## src/rtl/perf_cnt_sched.sv

```systemverilog
// Purpose: shares one single-ported 8x32 counter bank between 8 event sources and a host read/clear port.
// Latency: event pulse -> bank_inc earliest next cycle; host request -> rsp_valid/rsp_data next cycle.
// Backpressure: host always wins and is accepted the cycle it is valid; events queue in saturating pend counters.
//
// Ports:
//   clk, rst           clock and synchronous active-high reset
//   ev[7:0]            event pulses, one occurrence per set bit per cycle
//   req_valid/ready    host request handshake; req_idx selects counter, req_clr = read-and-clear
//   rsp_valid/data     one-cycle response carrying the pre-clear counter value
//   bank_idx/inc/clr   single bank operation for this edge (combinational)
//   bank_data          combinational read of bank[bank_idx]
//   overflow[7:0]      sticky lost-event flags
//
// Build option: define PERF_SCHED_OVF_EN to implement the overflow flags; otherwise overflow reads 8'h00
// and events lost to pend saturation are dropped silently.

module perf_cnt_sched #(
    parameter int PEND_W = 4
) (
    input  logic        clk,
    input  logic        rst,
    input  logic [7:0]  ev,
    input  logic        req_valid,
    output logic        req_ready,
    input  logic [2:0]  req_idx,
    input  logic        req_clr,
    output logic        rsp_valid,
    output logic [31:0] rsp_data,
    output logic [2:0]  bank_idx,
    output logic        bank_inc,
    output logic        bank_clr,
    input  logic [31:0] bank_data,
    output logic [7:0]  overflow
);

    localparam logic [PEND_W-1:0] PEND_MAX  = '1;
    localparam logic [PEND_W-1:0] PEND_ONE  = PEND_W'(1);
    localparam logic [PEND_W-1:0] PEND_ZERO = '0;

    logic [PEND_W-1:0] pend [8];
    logic [2:0]        rr_ptr;
    logic              rsp_valid_q;
    logic [31:0]       rsp_data_q;

    logic              host_gnt;
    logic              evt_gnt;
    logic              evt_hit;
    logic [2:0]        evt_idx;
    logic [2:0]        cand;
    logic [7:0]        served;

    // Round-robin search: first nonzero pend starting at rr_ptr, wrapping 7->0.
    // The 3-bit add wraps naturally.
    always_comb begin
        evt_hit = 1'b0;
        evt_idx = 3'd0;
        cand    = 3'd0;
        for (int k = 0; k < 8; k++) begin
            cand = rr_ptr + 3'(k);
            if (!evt_hit && (pend[cand] != PEND_ZERO)) begin
                evt_hit = 1'b1;
                evt_idx = cand;
            end
        end
    end

    // Host has absolute priority; nothing is granted while in reset.
    assign host_gnt = req_valid & ~rst;
    assign evt_gnt  = ~rst & ~req_valid & evt_hit;

    assign req_ready = host_gnt;
    assign bank_inc  = evt_gnt;
    assign bank_clr  = host_gnt & req_clr;

    always_comb begin
        bank_idx = 3'd0;
        if (req_valid) begin
            bank_idx = req_idx;
        end else if (evt_hit) begin
            bank_idx = evt_idx;
        end
    end

    always_comb begin
        served = 8'h00;
        if (evt_gnt) begin
            served[evt_idx] = 1'b1;
        end
    end

    // Pending counters: +ev, -served. Served and event together cancel out.
    // At max, an unserved event is lost and the count holds.
    always_ff @(posedge clk) begin
        if (rst) begin
            for (int i = 0; i < 8; i++) begin
                pend[i] <= PEND_ZERO;
            end
            rr_ptr      <= 3'd0;
            rsp_valid_q <= 1'b0;
            rsp_data_q  <= 32'h0;
        end else begin
            for (int i = 0; i < 8; i++) begin
                if (ev[i] && !served[i]) begin
                    if (pend[i] != PEND_MAX) begin
                        pend[i] <= pend[i] + PEND_ONE;
                    end
                end else if (!ev[i] && served[i]) begin
                    pend[i] <= pend[i] - PEND_ONE;
                end
            end
            if (evt_gnt) begin
                rr_ptr <= evt_idx + 3'd1;
            end
            rsp_valid_q <= host_gnt;
            if (host_gnt) begin
                // Sampled before the bank applies any clear at this edge.
                rsp_data_q <= bank_data;
            end
        end
    end

    // A response in flight when reset arrives is suppressed immediately.
    assign rsp_valid = rsp_valid_q & ~rst;
    assign rsp_data  = rsp_data_q;

`ifdef PERF_SCHED_OVF_EN
    logic [7:0] lost;
    logic [7:0] ovf_clr;
    logic [7:0] ovf_q;

    always_comb begin
        lost = 8'h00;
        for (int i = 0; i < 8; i++) begin
            lost[i] = ev[i] & ~served[i] & (pend[i] == PEND_MAX);
        end
    end

    assign ovf_clr = bank_clr ? (8'h01 << req_idx) : 8'h00;

    // A loss in the same cycle as a clear of that index still sets the flag:
    // the event really was dropped after the clear point.
    always_ff @(posedge clk) begin
        if (rst) begin
            ovf_q <= 8'h00;
        end else begin
            ovf_q <= (ovf_q & ~ovf_clr) | lost;
        end
    end

    assign overflow = ovf_q;
`else
    assign overflow = 8'h00;
`endif

endmodule

```

## config.mk

```make
export PLATFORM = sky130hd
export DESIGN_NAME = perf_cnt_sched
export DESIGN_NICKNAME = d
export VERILOG_FILES = /design/src/rtl/perf_cnt_sched.sv
export SDC_FILE = /design/constraint.sdc
export NUM_CORES = 1
export LEC_CHECK = 0
export BUFFER_PORTS_ARGS = -buffer_cell sky130_fd_sc_hd__buf_2
export CAP_MARGIN = 10
export CORE_MARGIN = 1.5
export CORE_UTILIZATION = 30
export DETAILED_ROUTE_END_ITERATION = 7
export SETUP_SLACK_MARGIN = 0.02
export SLEW_MARGIN = 20
export SYNTH_ARGS = -nofsm -noshare
export SYNTH_HDL_FRONTEND = slang
export SYNTH_SLANG_ARGS = --single-unit
```

## constraint.sdc

```tcl
create_clock -name clk -period 5.3 [get_ports clk]
set_input_delay 0.265 -clock clk [delete_from_list [all_inputs] [get_ports clk]]
set_output_delay 0.265 -clock clk [all_outputs]
set_load 0.1 [all_outputs]
```

== Word level (Yosys, flattened, before mapping) ==
Memories as Yosys holds them, arrays and structs flattened. A register that Yosys moved wholly into a read port is not among the register bits.
Cells that the tools add are included.
Word-level totals
  bits in writable memories: 32
  output and inout bits: 47
  input bits: 47
  register bits: 36
  logic and storage cells: 221
  memories: 1
Cells by class
  muxes and demuxes: 105
  reduce and logical (&&, ||, !) cells: 55
  add/sub/neg operators: 24
  bitwise logic cells: 23
  $lt $le $gt $ge: 2
  equality and inequality tests: 8
Memories
  pend: words 8, width 4, rd ports 16, clocked after Yosys merged registers in 1, wr ports 8, RTL line 40  | logic [PEND_W-1:0] pend [8];
Operators by type and width (number)
  two-way mux 1 bit: 75
  two-way mux 4 bit: 16
  two-way mux 3 bit: 12
  adder 4 x 1 -> 4 bit (second input constant): 8
  inequality test 4 bit (second input constant): 8
  nonzero test 4 bit: 8
  subtractor 4 x 1 -> 4 bit (second input constant): 8
  logical AND 1 bit: 24
  logical NOT 1 bit: 23
  bitwise OR 1 bit: 16
  adder 3 bit (second input constant): 4
  two-way mux 8 bit: 1
  adder 3 x 1 -> 3 bit (second input constant): 2
  adder 3 x 2 -> 3 bit (second input constant): 2
  AND 1 bit: 5
  less-than comparator 3 x 4 -> 1 bit (second input constant): 1
  demux 1 bit (select 3 bit): 1
  >= comparator 3 x 1 -> 1 bit (second input constant): 1
  NOT 1 bit: 2

== Depth between registers and ports, before layout ==
  word-level depth: 35
  mapped depth: 21
  depth with buffers taken out: 17

== Worst setup path after synthesis ==
Ideal clock, no wire load.
  path kind: flip-flop to flip-flop
  start point: register rr_ptr[1]
  end point: memory pend[4][3] (data pin)
  required time: 5043 ps
  stages on the path, launching flop included: 18
  path slack: 156 ps
  period minus slack after synthesis: 5144 ps
  setup time: 257 ps
  buffers on the path: 1
  data arrival time: 4887 ps
  cell sequence: dfxtp_1 -> clkinv_1 -> ha_1 -> xor2_1 -> mux4_2 -> and3_1 -> buf_6 -> a31oi_4 -> nand2b_2 -> inv_1 -> nand4_1 -> nor2_1 -> ha_1 -> a21o_1 -> a21oi_1 -> xor2_1 -> nor2_1 -> a22o_1
RTL lines
  start, declared: RTL line 41  | logic [2:0] rr_ptr;
  start signal, assigned: RTL line 112  | rr_ptr <= evt_idx + 3'd1;
  end, declared: RTL line 40

==> flow_summary.ini <==
[clock_network]
cts_made_buffers = 9
cts-root-buf = clkbuf_16
clkTransAtPathRegs_ps = 60
clock_path_buffers = 2
clock_latency_ps = 330
postCtsSetupBuffers = 0
h-tree-depth = 3
clock-sinks = 71
cts_tree = built

[layout]
area_growth_pct = 19.0
layout_commonest_cell = buf_2
final_cell_mix = 85 x buf_2, 69 x nor2_1, 39 x mux2i_1, 39 x dfxtp_1, 32 x edfxtp_1
diodes = 0
final_util_pct = 36.5
drive_gt1_share_pct = 27.2
nFillCells = 1615
finalNetCount = 674

[power]
power_density_mw_per_mm2 = 532
leakage_nw = 2.63
clock_power_share_pct = 18.9
p_seq_share_pct = 26.9
irDropWorstVdd_mv = 0.175
finalPower_mw = 3.21
p_int_mw = 1.74
swShare_pct = 45.7
power.switching_mw = 1.46
combPwrFrac_pct = 54.1

[flow_run]
maxCapViolCount = 0

[routing]
vias = 4152
dr.first_iter.drc_count = 192
avgRoutedWirePerCell_um = 14.3
vias_per_cell = 5.02
drt_pass1_iterations = 4
drc = 0
dr_wl_met3_um = 724
drtAntennaViolNets = 0
wl_met1_um = 5190
maxUsedRoutingLayer = met4
wl_met2_um = 5710
routed_wl_um = 11800

[sta]
fmax_mhz = 200
slew_violations = 0
slew-limit-headroom_pct = 57.3
rsz0062_at_grt = false
hold_viol = 0
finalSetupViolCount = 0
fin_worst_skew_ps = 12.9
finalCriticalPeriod_ps = 5010
fin_setup_tns_ps = 0
tightest_slew_ps = 640
fin_crit_sh_pct = 94.4

[yosys]
yosysUniqueCellTypes = 78
synth-async-reset-ratio_pct = 0
avgSynthCellArea_um2 = 9.83
ys_ff_latch = 71
ys_warn_count = 0
seq_area_frac_synth_pct = 34.4
synth-edff-count = 32
syn-cell-area_mm2 = 0.00506
netlist_instances = 515
synth_ff_type = dfxtp_1

[hold_path]
min_to = rsp_data[15]
hold_path_depth = 3
min_from = bank_data[15]
hold_class = input pin to register

[placement]
port_buffers = 85
gp_congestion = 0.931
hpwl_um = 9000

[die]
boundaryPins = 94
num_rows = 47
start_util_pct = 30.6
core-area_mm2 = 0.0165
fp.dieW_um = 133
dieArea_mm2 = 0.0177
die_h_um = 133

[critical_path]
worst-path-stages = 17
cpPeakStageDelay_ps = 590
crit_chain = clkinv_1 > ha_1 > inv_1 > mux4_2 > a21oi_2 > and3_1 > o21a_4 > o221a_4 > or4b_4 > or2_0 > inv_2 > ha_1 > a21o_1 > a21oi_1 > xnor2_1 > nand4_1 > o21ai_2
r2r_slack_ps = 290
reg2reg_to = pend[0][3]
startpoint_type = register
path_max_fanout = 14
crit_buf_inv = 3
worst_path_most_repeated_cell = ha_1
worstSetupPathType = register to register
critPathArrivalTime_ps = 5080
end_kind = register
crit_slowest_cell = mux4_2
r2r_cells = 17
cp_top_family = simple AND/OR/NAND/NOR gates
worst_ep_required_time_ps = 5380
timing.rr.start = rr_ptr[1]

[global_routing]
grt_pass1_vias = 4113
grt_pass1_wl_um = 19600
overflow = 0
antenna_found_initial = 0
grt_max_degree = 65
gr-usage-all-layers_pct = 13.5

[status]
status = complete, no violations
## worst max-delay path by stage
| stage | from | to | slack, ps |
|---|---|---|---|
| 2_1_floorplan | rr_ptr[1] | pend[4][3] | 160 |
| 3_3_place_gp | rr_ptr[0] | pend[0][3] | 430 |
| 3_5_place_dp | rr_ptr[1] | pend[6][3] | 240 |
| 4_1_cts | rr_ptr[1] | pend[6][3] | 220 |
| 5_1_grt | rr_ptr[0] | pend[0][3] | 60 |
| 6_report | rr_ptr[1] | pend[0][3] | 290 |
## layer usage
metal / vias to the layer above / GRT usage, %
li1: 2029 / -
met1: 1950 / 17.0
met2: 150 / 22.9
met3: 23 / 3.10
met4: 0 / 4.09
met5: - / 0
## cells by family (layout without fill, tap and decap cells)
kind of cell    after synthesis  after routing  synth area share (%)
flops                        71             71                  34.4
fa+ha+maj                    25             25                  7.22
compound gates               89             89                  13.2
xor+xnor                     20             20                  3.46
simple gates                191            191                  21.6
buf+inv                      58            143                  5.54
other cells                   1              8                0.0741
mux                          60             60                  14.5
## state kept, by name, summed over array words and instances (netlist names), named ones only
name,count
rsp_valid_q,1
rsp_data,32
pend,32
rr_ptr,3
## power by group through the flow
stage	Sequential, mW	Combinational, mW	Clock (mW)
2_1_floorplan	0.928	1.29	0
4_1_cts	0.864	1.72	0.621
5_1_grt	0.883	1.88	0.638
3_5_place_dp	0.876	1.70	0
3_3_place_gp	0.866	1.68	0
6_report	0.863	1.74	0.607
## synthesized netlist by cell type (10+ instances only)
library cell  count  area, um2
nor2_1           69        259
dfxtp_1          39        781
mux2i_1          39        390
edfxtp_1         32        961
nand2_1          27        101
inv_1            24       90.1
a21oi_1          20        100
ha_1             18        225
nand4_1          13       81.3
xor2_1           11       96.3
clkbuf_1         10       37.5
nor2b_1          10       62.6
nor3_1           10       50.1
o22ai_1          10       62.6
## layout make-up
type	instances	area, um2	share of cell area (%)
timing repair buffer	99	531	8.80
tap	220	275	4.57
inverter	28	108	1.79
clock buffer	11	243	4.03
sequential	71	1740	28.9
multi-input combinational	393	3070	51.0
clock inverter	5	56.3	0.934
## tightest hold or removal path, stage by stage
cell and delay (ps):
buf_2 70, mux2i_1 60, nor2_1 70
## through the flow
stage | worst slack, ps | std cells | cell area (um2) | hold slack (ps)
2_1_floorplan | 156 | 522 | 5090 | 413
3_3_place_gp | 428 | 811 | 5720 | 469
3_5_place_dp | 241 | 811 | 5720 | 479
4_1_cts | 220 | 827 | 6020 | 156
5_1_grt | 60.0 | 827 | 6030 | 174
6_report | 294 | 827 | 6030 | 170
## timing repair
action / in CTS / in global routing
resized for setup: 0 / 1
hold buffers: 0 / 0
setup endpoints to repair: 0 / 5
No activity file was read; power rests on OpenSTA's default activity.
